--- config.mk ---
export PLATFORM = sky130hd
export DESIGN_NAME = dist_arbiter
export DESIGN_NICKNAME = d
export VERILOG_FILES = /design/src/rtl/dist_arbiter.sv
export SDC_FILE = /design/constraint.sdc
export NUM_CORES = 1
export LEC_CHECK = 0
export ABC_AREA = 1
export BUFFER_PORTS_ARGS = -buffer_cell sky130_fd_sc_hd__buf_2
export CAP_MARGIN = 20
export CORE_MARGIN = 4
export CORE_UTILIZATION = 36
export DETAILED_ROUTE_END_ITERATION = 6
export SLEW_MARGIN = 15
export SYNTH_ARGS = -nofsm -noshare
export SYNTH_HDL_FRONTEND = slang
export SYNTH_SLANG_ARGS = --single-unit
--- constraint.sdc ---
create_clock -name clk -period 2.2 [get_ports clk]
set_input_delay 0.66 -clock clk [delete_from_list [all_inputs] [get_ports clk]]
set_output_delay 0.66 -clock clk [all_outputs]
set_load 0.1 [all_outputs]
--- src/rtl/dist_arbiter.sv ---
// Round-robin arbiter that time-shares one external dist decoder among four
// requesters and returns each decoded result on a valid/ready channel.
module dist_arbiter #(
    parameter int unsigned SETTLE = 1
) (
    input  logic        clk,
    input  logic        rst,
    input  logic [3:0]  req,
    input  logic [15:0] code,
    output logic [3:0]  gnt,
    output logic        busy,
    output logic [3:0]  dec_abcd,
    input  logic [4:0]  dec_b,
    output logic        rsp_valid,
    input  logic        rsp_ready,
    output logic [1:0]  rsp_id,
    output logic [4:0]  rsp_data
);

    localparam int unsigned SETTLE_EFF = (SETTLE == 0) ? 1 : SETTLE;
    localparam logic [3:0]  CNT_LOAD   = 4'(SETTLE_EFF - 1);

    typedef enum logic [1:0] {
        IDLE,
        DRIVE,
        RESP
    } state_t;

    state_t      state_q;
    logic [3:0]  gnt_q;
    logic        busy_q;
    logic [3:0]  dec_q;
    logic        valid_q;
    logic [1:0]  id_q;
    logic [4:0]  data_q;
    logic [1:0]  last_q;
    logic [3:0]  cnt_q;

    logic        win_vld_d;
    logic [1:0]  win_id_d;
    logic [1:0]  scan_idx;
    logic [3:0]  win_code_d;

    // Scan upward from the slot after the last-served requester, wrapping mod 4.
    always_comb begin
        win_vld_d = 1'b0;
        win_id_d  = '0;
        scan_idx  = '0;
        for (int unsigned i = 0; i < 4; i++) begin
            scan_idx = last_q + 2'(i + 1);
            if (!win_vld_d && req[scan_idx]) begin
                win_vld_d = 1'b1;
                win_id_d  = scan_idx;
            end
        end
    end

    assign win_code_d = code[{win_id_d, 2'b00} +: 4];

    always_ff @(posedge clk or posedge rst) begin
        if (rst) begin
            state_q <= IDLE;
            gnt_q   <= '0;
            busy_q  <= 1'b0;
            dec_q   <= '0;
            valid_q <= 1'b0;
            id_q    <= '0;
            data_q  <= '0;
            last_q  <= 2'd3;
            cnt_q   <= '0;
        end else begin
            case (state_q)
                IDLE: begin
                    if (win_vld_d) begin
                        gnt_q   <= 4'b0001 << win_id_d;
                        id_q    <= win_id_d;
                        dec_q   <= win_code_d;
                        cnt_q   <= CNT_LOAD;
                        busy_q  <= 1'b1;
                        state_q <= DRIVE;
                    end
                end
                DRIVE: begin
                    if (cnt_q != 4'd0) begin
                        cnt_q <= cnt_q - 4'd1;
                    end else begin
                        data_q  <= dec_b;
                        valid_q <= 1'b1;
                        state_q <= RESP;
                    end
                end
                RESP: begin
                    if (rsp_ready) begin
                        valid_q <= 1'b0;
                        gnt_q   <= '0;
                        dec_q   <= '0;
                        busy_q  <= 1'b0;
                        last_q  <= id_q;
                        state_q <= IDLE;
                    end
                end
                default: begin
                    state_q <= IDLE;
                end
            endcase
        end
    end

    assign gnt       = gnt_q;
    assign busy      = busy_q;
    assign dec_abcd  = dec_q;
    assign rsp_valid = valid_q;
    assign rsp_id    = id_q;
    assign rsp_data  = data_q;

endmodule

==> results of run 1 <==
## layer usage
metal	part of all wire (%)	track usage, %	up-vias	routed length (um)
met5	0	0	-	0
met4	0.44	1.88	0	13
met3	6.5	1.96	2	194
met2	41	19.6	38	1220
met1	52	18.2	583	1560
li1	-	-	711	-
## area by class of cell
class                           instances  area, um^2
Inverter                               15        56.3
Clock inverter                          1        5.00
Timing Repair Buffer                   47         243
Tap cell                               48        60.1
Clock buffer                            3        41.3
Fill cell                             406        2010
Sequential cell                        25         628
Multi-Input combinational cell        156         757
## tightest hold or removal path, stage by stage
cell   delay, ns
buf_2       0.09
inv_1       0.04
buf_4       0.29
## worst max path at each step
stage                   to      start  slack [ns]
2_1_floorplan  dec_abcd[2]     req[1]        0.39
3_3_place_gp   dec_abcd[3]     req[2]        0.19
3_5_place_dp   dec_abcd[1]     req[0]        0.17
4_1_cts        dec_abcd[1]  last_q[0]        0.23
5_1_grt        dec_abcd[2]  last_q[0]        0.07
6_report       dec_abcd[1]  last_q[0]        0.26
## cell families after synthesis
family / after synthesis / share of synthesized area, %
XOR/XNOR: 2 / 1.20
AO/OA/AOI/OAI: 11 / 5.22
buffers and inverters: 16 / 5.22
flip-flops: 25 / 43.0
adder cells (fa/ha/maj): 2 / 1.71
AND/OR/NAND/NOR: 141 / 43.7
## flip-flops by register name, summed over array words and instances, names as in the netlist
register   count
rsp_id         2
dec_abcd       4
busy           1
rsp_data       5
gnt            4
last_q         2
cnt_q          4
state_q        2
rsp_valid      1
## through the flow
step | hold slack (ns) | cell area (um^2) | instances | setup slack [ns]
4_1_cts | 0.434 | 1790 | 295 | 0.230
3_3_place_gp | 0.455 | 1740 | 291 | 0.192
3_5_place_dp | 0.457 | 1740 | 291 | 0.172
6_report | 0.425 | 1790 | 295 | 0.257
2_1_floorplan | 0.474 | 1460 | 197 | 0.386
5_1_grt | 0.458 | 1790 | 295 | 0.0663
## cells in the final DEF, fill, tap and decap left out, drive strengths merged
| cell | n |
|---|---|
| xnor2 | 1 |
| nand3 | 15 |
| nor2 | 14 |
| dfstp | 2 |
| dfrtp | 23 |
| a21oi | 3 |
| clkbuf | 3 |
| nand2 | 110 |
| clkinv | 1 |
| o31ai | 3 |
| nor3 | 1 |
| buf | 47 |
| o21ai | 5 |
| xor2 | 1 |
| inv | 15 |
| ha | 2 |
| nand3b | 1 |
==> flow_summary.ini, run 1 <==
[clocking]
clockRootBuffer = clkbuf_8
cts-resized-gates = 0
cts_buffers = 3
htreeDepth = 1
cts_setup_buffers = 0
cts_sinks = 25
clk_latency_ns = 0.26
clk_pin_slew_worst_paths_ns = 0.09
cts_tree = yes
cts_buffer_depth = 2
ctsHoldBuffers = 0

[placed_design]
place.port_buffers = 44
place_congestion = 0.776
dp_hpwl_mm = 2.42

[critical_path]
end_kind = register
r2r_end = dec_abcd[1]
rrSetupSlack_ns = 0.26
crit_family = simple AND/OR/NAND/NOR gates
critPathSlowestCell = dfstp_2
startpoint_type = register
critPathRequiredTime_ns = 2.35
critical_path.max_stage_delay_ns = 0.60
crit_cells = 15
cp_num_buf_inv = 1
crit_arrival_ns = 2.10
r2r_start = last_q[0]
critPathMostFrequentCell = nand2_1
reg2reg_depth = 15
path_max_fanout = 13
crit_chain = inv_2 -> nand2_1 -> nand2_2 -> nand2_4 -> nand2_4 -> nor2_4 -> nand3_2 -> nand2_4 -> nand2_4 -> nand2_1 -> nand2_1 -> nand2_1 -> nand2_1 -> nand2_1 -> nand2_1
worst-setup-path-type = register to register

[floorplanning]
start_util_pct = 38.5
fp.dieH_um = 71.7
dieArea_mm2 = 0.00514
die_w_um = 71.7
io_pins = 45
row_count = 22
core_mm2 = 0.00380

[timing]
worst_pin_slew_ns = 0.496
fin_crit_sh_pct = 88.3
final_hold_viol_count = 0
fmax_mhz = 515
rsz0062_at_grt = false
drv_slew = 0
fin_skew_ns = 0.00521
finalSetupTns_ns = 0
setup_violations = 0
max_slew_margin_pct = 67.2
fin_crit_ns = 1.94

[global_routing]
grt_pass1_wl_mm = 5.42
grt_pass1_vias = 1283
grt_max_degree = 26
antenna_found_initial = 0
track_usage_pct = 12.4
grt_overflow_total = 0

[cells_and_area]
syn_to_final_growth_pct = 22.5
nNetsFinal = 278
drive_gt1_share_pct = 32.8
antenna_cells = 0
fin_util_pct = 47.1

[route]
wirelength_mm = 2.98
dr.pass1.iters = 4
vias = 1334
antenna_left = 0
via_per_inst = 4.52
drc = 0
drtIter0Drc = 58
wl_per_cell_um = 10.1

[logic_synthesis]
yosysMostFrequentCell = nand2_1
syn-num-nets = 227
async_flop_share_pct = 100
synth_top_area_share_pct = 39.4
ys_ff_latch = 25
ys_types = 24
syn-cell-area_mm2 = 0.00146
synth.largest_area_cell = dfrtp_1
synth.area.top_cells = dfrtp_1, nand2_1, nand2_2, nand3_1, nand2_4
ys.warnings.count = 0
synth_cells = 197
syn_avg_cell_area_um2 = 7.42
synth_flop_cell = dfrtp_1
yosysSeqAreaShare_pct = 43.0
synth_common_cells = nand2_1, dfrtp_1, nand3_1
synth_edf_count = 0

[min_path]
hold_class = primary input to async pin

[flow_run]
maxCapViolCount = 0

[status]
status = completed
Power of run 1 is not shown: default switching activity piles up to over one toggle a cycle in this logic, so the estimate is an artifact.
==> run 2, diff against run 1 <==
--- a/config.mk
+++ b/config.mk
@@ -5,12 +5,12 @@
 export SDC_FILE = /design/constraint.sdc
 export NUM_CORES = 1
 export LEC_CHECK = 0
-export ABC_AREA = 1
 export BUFFER_PORTS_ARGS = -buffer_cell sky130_fd_sc_hd__buf_2
 export CAP_MARGIN = 20
 export CORE_MARGIN = 4
 export CORE_UTILIZATION = 36
 export DETAILED_ROUTE_END_ITERATION = 6
+export RECOVER_POWER = 100
 export SLEW_MARGIN = 15
 export SYNTH_ARGS = -nofsm -noshare
 export SYNTH_HDL_FRONTEND = slang
==> flow_summary.ini, run 2 <==
[status]
status = completed

[floorplanning]
row_count = 21
die_w_um = 68.1
core_mm2 = 0.00342
dieArea_mm2 = 0.00463
fp.dieH_um = 68.1
start_util_pct = 38.0
io_pins = 45

[clocking]
clk_pin_slew_worst_paths_ns = 0.14
cts_sinks = 25
cts-resized-gates = 0
ctsHoldBuffers = 0
cts_setup_buffers = 0
cts_buffers = 3
cts_buffer_depth = 2
clk_latency_ns = 0.32
cts_tree = yes
htreeDepth = 1
clockRootBuffer = clkbuf_4

[global_routing]
grt_max_degree = 17
antenna_found_initial = 0
grt_pass1_vias = 1068
grt_overflow_total = 0
grt_pass1_wl_mm = 4.71
track_usage_pct = 13.5

[timing]
final_hold_viol_count = 0
setup_violations = 0
fin_crit_sh_pct = 89.7
fin_crit_ns = 1.97
fmax_mhz = 507
fin_skew_ns = 0.00719
rsz0062_at_grt = false
worst_pin_slew_ns = 0.855
worst_hold_slack_ns = 0.275
max_slew_margin_pct = 43.0
drv_slew = 0
finalSetupTns_ns = 0

[logic_synthesis]
synth_xor_xnor_area_share_pct = 1.35
ys_ff_latch = 25
ys_types = 39
synth_common_cells = dfrtp_1, nand2_1, nor2_1
synth_compound_area_share_pct = 17.2
synthSimpleGateAreaFrac_pct = 18.9
synth.area.mux_share_pct = 9.15
synth_flop_cell = dfrtp_1
yosysSeqAreaShare_pct = 48.4
syn-num-nets = 152
synth_cells = 122
synth_top_area_share_pct = 44.3
synth.largest_area_cell = dfrtp_1
yosysMostFrequentCell = dfrtp_1
async_flop_share_pct = 100
syn_avg_cell_area_um2 = 10.6
ys.warnings.count = 0
synth.area.top_cells = dfrtp_1, mux2_2, nand2_1, dfstp_2, mux2i_1
syn-cell-area_mm2 = 0.00130
synth_fa_ha_area_share_pct = 1.93
synth_edf_count = 0
synth_top_family_by_area = simple AND/OR/NAND/NOR gates

[cells_and_area]
final_cell_mix = buf_2, dfrtp_1, clkbuf_2
final_common_cell = buf_2
syn_to_final_growth_pct = 22.0
antenna_cells = 0
final_cell_area_mm2 = 0.00158
fill_cells = 361
nNetsFinal = 202
instances_no_fill = 217
largest_register_ffs = 5
drive_gt1_share_pct = 35.1
regArea_um2 = 628
multi_input_comb_area_um2 = 603

[placed_design]
dp_hpwl_mm = 2.41
postPlaceCellArea_mm2 = 0.00159
dpl.cell_count = 213
place.port_buffers = 44
place_congestion = 0.711

[route]
dr.pass1.iters = 5
via_per_inst = 4.88
vias = 1059
antenna_left = 0
drtIter0Drc = 48
drc = 0
wl_per_cell_um = 13.7
wirelength_mm = 2.97

[critical_path]
r2r_start = last_q[0]
path_max_fanout = 8
crit_arrival_ns = 2.17
startpoint_type = register
critPathRequiredTime_ns = 2.40
rrSetupSlack_ns = 0.23
end_kind = register
crit_path_start = last_q[0]
worst-setup-path-type = register to register

[flow_run]
maxCapViolCount = 0

[min_path]
hold_class = primary input to async pin
==> run 2: layout make-up <==
cell class                      instances  area share (%)
Sequential cell                        25            39.7
Multi-Input combinational cell         88            38.1
Timing Repair Buffer                   49            15.7
Tap cell                               46            3.63
Clock buffer                            3            1.42
Inverter                                5            1.18
Clock inverter                          1           0.316
==> run 2: path summary, 6_finish.rpt <==
kind | to | cells after the start
worst min-delay path | gnt[2] | 2
worst min register to register | rsp_valid | 2
worst max-delay path | dec_abcd[0] | 5
worst max register to register | dec_abcd[0] | 5
max in group asynchronous | cnt_q[2] | 3
min in group clk | rsp_valid | 2
==> run 2: worst max-delay path, cell delays in order, from the launching register on <==
cell and delay [ns]:
dfstp_1 0.58, nor2b_1 0.09, o21a_1 0.25, nor3_2 0.56, mux2i_1 0.26, o211ai_1 0.11
==> run 2: routing by layer <==
metal  GRT usage (%)  vias up  wire, um
li1                -      541         -
met1            15.9      495      1240
met2            24.4       21      1590
met3            3.94        2       131
met4            2.23        0        14
met5               0        -         0
==> run 2: logic make-up after synthesis <==
logic type / after synthesis
simple gates: 44
compound gates: 29
flops: 25
mux: 11
buf+inv: 9
xor+xnor: 2
fa+ha+maj: 2
==> run 2: metrics by stage <==
step	setup slack, ns	util [%]
2_1_floorplan	0.421	-
3_3_place_gp	0.157	46.6
3_5_place_dp	0.125	46.6
4_1_cts	0.324	47.4
5_1_grt	0.0866	46.4
6_report	0.227	46.4
Power of run 2 is left out for the same reason.
==> run 3, diff against run 2 <==
--- a/config.mk
+++ b/config.mk
@@ -9,6 +9,7 @@
 export CAP_MARGIN = 20
 export CORE_MARGIN = 4
 export CORE_UTILIZATION = 36
+export CTS_BUF_LIST = sky130_fd_sc_hd__clkbuf_2
 export DETAILED_ROUTE_END_ITERATION = 6
 export RECOVER_POWER = 100
 export SLEW_MARGIN = 15
==> flow_summary.ini, run 3 (synthesis gave the netlist of run 2 again) <==
[cells_and_area]
final_common_cell = buf_2
nNetsFinal = 202
syn_to_final_growth_pct = 22.2
final_cell_mix = buf_2, dfrtp_1, clkbuf_2
antenna_cells = 0
largest_register_ffs = 5
drive_gt1_share_pct = 36.3

[clocking]
cts_setup_buffers = 0
htreeDepth = 1
clk_pin_slew_worst_paths_ns = 0.24
cts_buffers = 3
cts_buffer_depth = 2
cts-resized-gates = 0
cts_tree = yes
ctsHoldBuffers = 0
clk_latency_ns = 0.35
clockRootBuffer = clkbuf_2
cts_sinks = 25

[timing]
fin_skew_ns = 0.00896
fmax_mhz = 506
setup_violations = 0
drv_slew = 0
fin_crit_sh_pct = 89.8
finalSetupTns_ns = 0
fin_crit_ns = 1.98
final_hold_viol_count = 0
max_slew_margin_pct = 43.1
rsz0062_at_grt = false
worst_pin_slew_ns = 0.853

[critical_path]
cp_num_buf_inv = 0
path_max_fanout = 8
crit_family = simple AND/OR/NAND/NOR gates
startpoint_type = register
critPathRequiredTime_ns = 2.46
critical_path.max_stage_delay_ns = 0.61
rrSetupSlack_ns = 0.22
end_kind = register
crit_arrival_ns = 2.24
worst-setup-path-type = register to register
crit_chain = nor2b_1 -> o21a_1 -> nor3_2 -> mux2i_1 -> o211ai_1
critPathSlowestCell = dfstp_1

[route]
wl_per_cell_um = 13.7
wirelength_mm = 2.96
vias = 1064
drc = 0
drtIter0Drc = 49
dr.pass1.iters = 6
via_per_inst = 4.90
antenna_left = 0

[floorplanning]
io_pins = 45
fp.dieH_um = 68.1
row_count = 21
core_mm2 = 0.00342
die_w_um = 68.1
dieArea_mm2 = 0.00463
start_util_pct = 38.0

[global_routing]
grt_max_degree = 17
grt_overflow_total = 0
track_usage_pct = 13.6
antenna_found_initial = 0
grt_pass1_wl_mm = 4.73
grt_pass1_vias = 1067

[min_path]
hold_class = primary input to async pin

[placed_design]
dp_hpwl_mm = 2.41
place_congestion = 0.711
place.port_buffers = 44

[status]
status = completed

[flow_run]
maxCapViolCount = 0
[run 3: layout make-up]
type,instances,area [um^2]
multi-input combinational,88,609
clock inverter,1,5.00
inverter,5,18.8
clock buffer,3,15.0
tap,46,57.6
fill,361,1830
timing repair buffer,49,253
sequential,25,628
[run 3: layer usage]
layer / track usage [%] / up-vias / routed length, um / share of wire (%)
met5: 0 / - / 0 / 0
met4: 2.98 / 0 / 14 / 0.47
met3: 3.94 / 2 / 129 / 4.4
met2: 24.4 / 22 / 1590 / 54
met1: 15.9 / 500 / 1230 / 41
li1: - / 540 / - / -
[run 3: path summary, 6_finish.rpt]
kind	startpoint	end	cells after the start
worst max register to register	last_q[0]	dec_abcd[0]	5
worst min register to register	busy	busy	2
worst max-delay path	last_q[0]	dec_abcd[0]	5
worst min-delay path	rst	gnt[2]	2
max in group asynchronous	rst	cnt_q[1]	3
min in group clk	rsp_ready	state_q[1]	2
[run 3: per-stage QoR]
step	instances	hold slack [ns]	utilization [%]	setup WS, ns	instance area, um^2
after CTS	217	0.217	47.2	0.285	1610
final	217	0.213	46.4	0.224	1590
after global routing	217	0.191	46.4	0.0931	1590
after floorplan	122	0.499	-	0.421	1300
after detailed placement	213	0.473	46.6	0.125	1590
after global placement	213	0.462	46.6	0.157	1590
Power of run 3 is left out for the same reason.
